[src/rtl/mult_seq_ctrl.sv]
// Sequencer and stall controller for the multi-cycle multiplier: launch, HI/LO capture, watchdog.
// Optional feature macro MULT_OVERLAP_EN: stall only on hazards in BUSY and allow back-to-back multiplies.
module mult_seq_ctrl #(
    parameter int unsigned TIMEOUT = 40,
    parameter int unsigned CW      = 8
) (
    input  logic        CLK,
    input  logic        reset,
    input  logic        mult_reqE,
    input  logic        mf_reqD,
    input  logic        mult_doneX,
    input  logic [63:0] mult_resultX,
    output logic        mult_start,
    output logic        pipe_nEN,
    output logic        mult_finish,
    output logic        busy,
    output logic        fault,
    output logic [31:0] HI,
    output logic [31:0] LO
);

    typedef enum logic [1:0] {
        S_IDLE,
        S_BUSY,
        S_DONE,
        S_FAULT
    } state_t;

    localparam logic [CW-1:0] WD_LAST = CW'(TIMEOUT - 1);
    localparam logic [CW-1:0] WD_ONE  = CW'(1);

    state_t        state_q, state_d;
    logic [CW-1:0] wd_cnt_q, wd_cnt_d;
    logic          mult_start_q, mult_start_d;
    logic          mult_finish_q, mult_finish_d;
    logic          busy_q, busy_d;
    logic          fault_q, fault_d;
    logic [31:0]   hi_q, hi_d;
    logic [31:0]   lo_q, lo_d;

    logic          pipe_hold;
    logic          accept;

`ifdef MULT_OVERLAP_EN
    // Independent instructions keep flowing; only an MF read or a second
    // multiply in flight behind the busy unit has to wait.
    always_comb begin
        pipe_hold = (state_q == S_FAULT) ||
                    ((state_q == S_BUSY) && (mf_reqD || mult_reqE));
        accept    = mult_reqE && !pipe_hold &&
                    ((state_q == S_IDLE) || (state_q == S_DONE));
    end
`else
    logic unused_mf_reqD;
    assign unused_mf_reqD = mf_reqD;

    always_comb begin
        pipe_hold = (state_q != S_IDLE);
        accept    = mult_reqE && !pipe_hold && (state_q == S_IDLE);
    end
`endif

    always_comb begin
        state_d      = state_q;
        wd_cnt_d     = wd_cnt_q;
        hi_d         = hi_q;
        lo_d         = lo_q;
        mult_start_d = 1'b0;

        case (state_q)
            S_IDLE: begin
                if (accept) begin
                    state_d      = S_BUSY;
                    mult_start_d = 1'b1;
                    wd_cnt_d     = '0;
                end
            end
            S_BUSY: begin
                // Completion takes priority over an expiring watchdog.
                if (mult_doneX) begin
                    hi_d    = mult_resultX[63:32];
                    lo_d    = mult_resultX[31:0];
                    state_d = S_DONE;
                end else if (wd_cnt_q == WD_LAST) begin
                    state_d = S_FAULT;
                end else begin
                    wd_cnt_d = wd_cnt_q + WD_ONE;
                end
            end
            S_DONE: begin
                if (accept) begin
                    state_d      = S_BUSY;
                    mult_start_d = 1'b1;
                    wd_cnt_d     = '0;
                end else begin
                    state_d = S_IDLE;
                end
            end
            S_FAULT: begin
                state_d = S_FAULT;
            end
            default: begin
                state_d = S_IDLE;
            end
        endcase

        // Status outputs are registered copies of the next state, so they
        // line up with state_q and never glitch.
        mult_finish_d = (state_d == S_DONE);
        busy_d        = (state_d == S_BUSY) || (state_d == S_DONE);
        fault_d       = (state_d == S_FAULT);
    end

    always_ff @(posedge CLK or negedge reset) begin
        if (!reset) begin
            state_q       <= S_IDLE;
            wd_cnt_q      <= '0;
            mult_start_q  <= 1'b0;
            mult_finish_q <= 1'b0;
            busy_q        <= 1'b0;
            fault_q       <= 1'b0;
            hi_q          <= '0;
            lo_q          <= '0;
        end else begin
            state_q       <= state_d;
            wd_cnt_q      <= wd_cnt_d;
            mult_start_q  <= mult_start_d;
            mult_finish_q <= mult_finish_d;
            busy_q        <= busy_d;
            fault_q       <= fault_d;
            hi_q          <= hi_d;
            lo_q          <= lo_d;
        end
    end

    assign pipe_nEN    = pipe_hold;
    assign mult_start  = mult_start_q;
    assign mult_finish = mult_finish_q;
    assign busy        = busy_q;
    assign fault       = fault_q;
    assign HI          = hi_q;
    assign LO          = lo_q;

endmodule

[config.mk]
export PLATFORM = sky130hd
export DESIGN_NAME = mult_seq_ctrl
export DESIGN_NICKNAME = d
export VERILOG_FILES = /design/src/rtl/mult_seq_ctrl.sv
export SDC_FILE = /design/constraint.sdc
export NUM_CORES = 1
export LEC_CHECK = 0
export CORE_UTILIZATION = 42
export DETAILED_ROUTE_END_ITERATION = 8
export PLACE_DENSITY = 0.85
export SKIP_LAST_GASP = 1
export SYNTH_ARGS = -nofsm -noshare
export SYNTH_HDL_FRONTEND = slang
export SYNTH_SLANG_ARGS = --single-unit
export TNS_END_PERCENT = 1
[constraint.sdc]
create_clock -name CLK -period 2.2 [get_ports CLK]
set_input_delay 0.33 -clock CLK [delete_from_list [all_inputs] [get_ports CLK]]
set_output_delay 0.33 -clock CLK [all_outputs]
set_load 0.01 [all_outputs]
**After elaboration in Yosys (flattened, before gate mapping)**

Cells that the tools add are included.

- Register bits: 78
- Bits of input ports: 69
- Output and inout port bits: 69
- Logic and storage cells: 40

- Add/sub/neg operators: 1
- Eq/ne operators: 10
- Mux-type cells: 11
- Reductions and logical operators: 10

Operators by type and width:

| cell | number |
|---|---|
| $mux 8 | 3 |
| $pmux 8 s2 | 1 |
| $add 8x1->8 const B | 1 |
| $eq 2x2->1 const B | 4 |
| $eq 8x6->1 const B | 1 |
| $pmux 2 s4 | 1 |
| $mux 2 | 3 |
| $eq 2x1->1 const B | 2 |
| $ne 2x2->1 const B | 2 |
| $reduce_and 4->1 | 1 |
| $reduce_bool 2->1 | 2 |
| $mux 1 | 3 |
| $logic_and 1x1->1 | 2 |
| $logic_not 2->1 | 1 |
| $ne 2x1->1 const B | 1 |
| $reduce_and 2->1 | 1 |
| $reduce_or 2->1 | 1 |
| $logic_not 1->1 | 1 |
| $logic_or 1x1->1 | 1 |

**Longest topological paths before layout**

Gate-level depths: netlist of the first run.

- Depth after elaboration: 8
- Mapped depth: 7
- Gate-level depth less buffers: 6

**Worst setup path after synthesis of the first run**

OpenSTA, ideal clock, no wires.

- Path type: register to register
- Start: reg wd_cnt_q[0]
- End: reg busy_q, in the netlist busy
- Library setup time: 0.113 ns
- Data arrival time: 1.492 ns
- Required time: 2.087 ns
- Path slack: 0.595 ns
- Stages on the path, launching flop included: 7
- Buffers on the path: 0
- Clock period less this slack: 1.605 ns
- Path through: dfrtp_1 ha_1 and3_1 and2_1 o31a_1 ha_1 inv_1

- Cells in the longest elaborated chain, start to end: 6

RTL lines:

| what | RTL line | RTL |
|---|---|---|
| from (decl) | 33 | `logic [CW-1:0] wd_cnt_q, wd_cnt_d;` |
| from (signal assigned) | 126 | `wd_cnt_q <= wd_cnt_d;` |
| $eq 8x6->1 (*) | 84 | `end else if (wd_cnt_q == WD_LAST) begin` |
| $mux 2 (*) | 84 |  |
| $mux 2 (*) | 80 | `if (mult_doneX) begin` |
| $pmux 2 s4 (*) | 70 | `case (state_q)` |
| named net state_d[1] | 32 | `state_t state_q, state_d;` |
| $eq 2x1->1 / $eq 2x2->1 (equally long branches) | 110 | `busy_d = (state_d == S_BUSY) \|\| (state_d == S_DONE);` |
| $logic_or 1x1->1 (*) | 110 |  |
| named net busy_d | 36 | `logic busy_q, busy_d;` |
| to (signal assigned) | 129 | `busy_q <= busy_d;` |
| to (decl) | 36 |  |

Mark *: on every way through the listed nets, which the timed path passes. The rest lies on a longest branch.
A chain may end at the register's enable or synchronous reset.

**Final worst setup path of the first run**

- Start: reg state_q[0]
- End: out pipe_nEN

- Cells in the longest elaborated chain, start to end: 1

RTL lines:

| what | RTL line | RTL |
|---|---|---|
| from (decl) | 32 |  |
| from (signal assigned) | 125 | `state_q <= state_d;` |
| $reduce_bool 2->1 | 58 | `pipe_hold = (state_q != S_IDLE);` |
| to (decl) | 14 | `output logic pipe_nEN,` |

No other way between the ends.

==> results of run 1 <==
power by group:
group          internal [uW]  total [uW]  switching (uW)  leakage, uW
logic                   1940        3050            1110     0.000975
clock network            691        1160             471     0.000115
registers               2150        2570             416     0.000926
kinds of logic after synthesis:
group / count (synthesis) / share of synthesized area (%)
flip-flops: 78 / 63.3
AO/OA/AOI/OAI: 20 / 4.59
buffers and inverters: 13 / 3.00
adder cells (fa/ha/maj): 3 / 1.22
AND/OR/NAND/NOR: 23 / 4.14
multiplexers: 65 / 23.7
worst paths after layout:
check,slack (ns),startpoint,endpoint
worst max-delay path,0.22,state_q[0],pipe_nEN
worst min-delay path,0.50,reset,HI[1]
worst max register to register,0.49,wd_cnt_q[0],wd_cnt_q[5]
worst min register to register,0.50,LO[20],LO[20]
max in group asynchronous,1.12,reset,LO[16]
min in group CLK,0.50,LO[20],LO[20]
stage by stage:
stage	power [uW]	instance area [um2]	setup WS [ns]	utilization, %
6_report	6780	4780	0.225	68.8
3_3_place_gp	5550	4550	0.265	65.5
3_5_place_dp	5680	4550	0.236	65.5
2_1_floorplan	3990	3080	0.595	-
5_1_grt	7200	4780	0.157	68.8
4_1_cts	6870	4780	0.205	68.8
routing by layer:
metal	wire length, um	GRT usage, %	up-vias
met4	60	5.81	0
li1	-	-	1012
met5	0	0	-
met2	3300	30.5	84
met3	507	5.66	7
met1	2580	20.7	1065
synthesized netlist by cell type, drive strengths merged:
cell     count  area, um2
dfrtp       78       1950
mux2        65        732
buf          8       73.8
inv          5       18.8
o21ai        5       25.0
a21oi        4       20.0
nand2        4       15.0
nor2         4       15.0
and3         3       18.8
ha           3       37.5
a21o         2       15.0
and2         2       12.5
nand3        2       10.0
nor4         2       12.5
or3          2       12.5
a2111oi      1       15.0
a211o        1       8.76
a22o         1       8.76
a31oi        1       6.26
nand3b       1       7.51
o211ai       1       7.51
o2bb2ai      1       8.76
o311ai       1       8.76
o31a         1       8.76
o41ai        1       8.76
or2          1       6.26
or4          1       7.51
or4b         1       10.0
flip-flops by register name (all words and copies together) (netlist names):
signal and flops:
fault 1, mult_finish 1, state_q 2, wd_cnt_q 8, mult_start 1, busy 1, LO 32, HI 32
layout by cell type (no fill, tap or decap), types with 2 or more instances in the layout:
master           synthesis  routed
a21o_1                   2       2
a21oi_1                  4       4
and2_1                   2       2
and3_1                   3       3
buf_12                   0       3
bufinv_16                0       2
clkbuf_8                 0      11
clkdlybuf4s50_1          0     135
clkinv_2                 0       2
dfrtp_1                 78      78
ha_1                     3       3
inv_1                    5       5
mux2_2                  65      65
nand2_1                  4       4
nand3_1                  2       2
nor2_1                   4       4
nor4_1                   2       2
o21ai_0                  4       4
or3_1                    2       2
worst max-delay path, stage by stage (launching register included):
cell and delay (ns):
dfrtp_1 0.50, or2_2 0.33, clkdlybuf4s50_1 0.48
area by class of cell:
| class | count | share of cell area, % |
|---|---|---|
| Sequential cell | 78 | 40.8 |
| Multi-Input combinational cell | 111 | 21.7 |
| Timing Repair Buffer | 140 | 29.9 |
| Tap cell | 96 | 2.51 |
| Clock inverter | 4 | 1.47 |
| Inverter | 5 | 0.393 |
| Clock buffer | 11 | 3.17 |
repair_timing:
item | in CTS | in global routing
resized for setup | 0 | 0
endpoints found under the hold margin | 36 | 0
hold buffers | 1 | 0
==> impl_results.md, run 1 <==
- Starting Density: 44.4%
- Remaining DRCs: 0
- Total of max-cap violations: 0
- Clk buf depth: 2
- Unrepaired setup endpoints after global routing: false
- Netlist Area Pre-Place: 3080 um2
- Routability Congestion: 0.823
- Final HPWL DP: 4.83 mm
- Clk_lat worst skew: 0.33 ns
- Congestion Overflow GR: 0
- Global-route usage over all layers: 17.6%
- Global-route wire length before repair: 10.3 mm
- Setup_tns: 0 ns
- Clk sinks: 78
- Mapped Nets: 274
- Clk_skew: 0.00674 ns
- Register area: 1950 um2
- Via count: 2168
- Area of the core: 6940 um2
- Outcome: finished, final reports clean
- Routed WL: 6.45 mm
- Die width: 87.7 um
- Leak: 0.00202 uW
- Rows: 30
- Port buffer count: 136
- Routed wire per std cell: 14.5 um
- Minimum hold slack: 0.502 ns
- Num CTS Buffers: 9
- Crit Path Class: flop to output pin
- Fraction of layout cells with a size suffix above 1: 24.6%
- Ys Warns: 0
- Yosys cell types: 31
- FF+latch count, synth: 78
- CP required: 1.87 ns
- R2r worst-path depth: 5
- Max-slew violations: 0
- Mean Syn Cell Area: 15.3 um2
- Synth Instances: 202
- Power density cells: 1420 nW/um2
- Die Area: 7690 um2
- Hold Vio Cnt, Final: 0
- Filler cells: 510
- Initial antenna violation count: 0
- Initial drt markers: 69
- Number of diodes: 0
- Antenna Nets Post-Route: 0
- Fmax: 506 MHz
- Clock Pin Slew Worst Setup and Hold Paths: 0.08 ns
- Final cycle utilization of the critical path: 89.8%
- Area of the multi-input gates: 1040 um2
- Crit path max fanout: 13
- Vias per std cell: 4.87
- Max-slew headroom: 65.8%
- Fin crit period: 1.98 ns
- Number of top-level pins: 138
- Layout area overhead: 55.0%
- CTS tree: done
- Crit path DAT: 1.65 ns
- Detailed Routing Iterations Pass 1: 4
- Vias in the first global route: 2220
- Largest net degree at the start of global routing: 43
- Setup crit start kind: flop
- Post-layout nets: 417
- CTS H-tree lvls: 3
- Finished Layout Cells: 445
- Slew @ Worst Pin: 0.512 ns
- Placed cell count: 429
- Die height: 87.7 um
- Setup-failing EPs final: 0
- Max VDD drop: 0.781 mV
- Min-delay worst type: input port to asynchronous set/reset pin
- CP endpoint kind: output pin
- Post-CTS Setup Inserts: 0
- Root Driver: clkbuf_8
- Sequential share of the synthesized area: 63.3%
Power figures use the tool's default switching activity.
==> run 2, diff against run 1 <==
- SLEW_MARGIN: default -> 25
==> results of run 2 <==
Final layout, timing and power as in run 1 (identical DEF).
==> run 3, diff against run 2 <==
- TNS_END_PERCENT: 1 -> 30
==> results of run 3 <==
Final layout, timing and power as in run 1 (identical DEF).
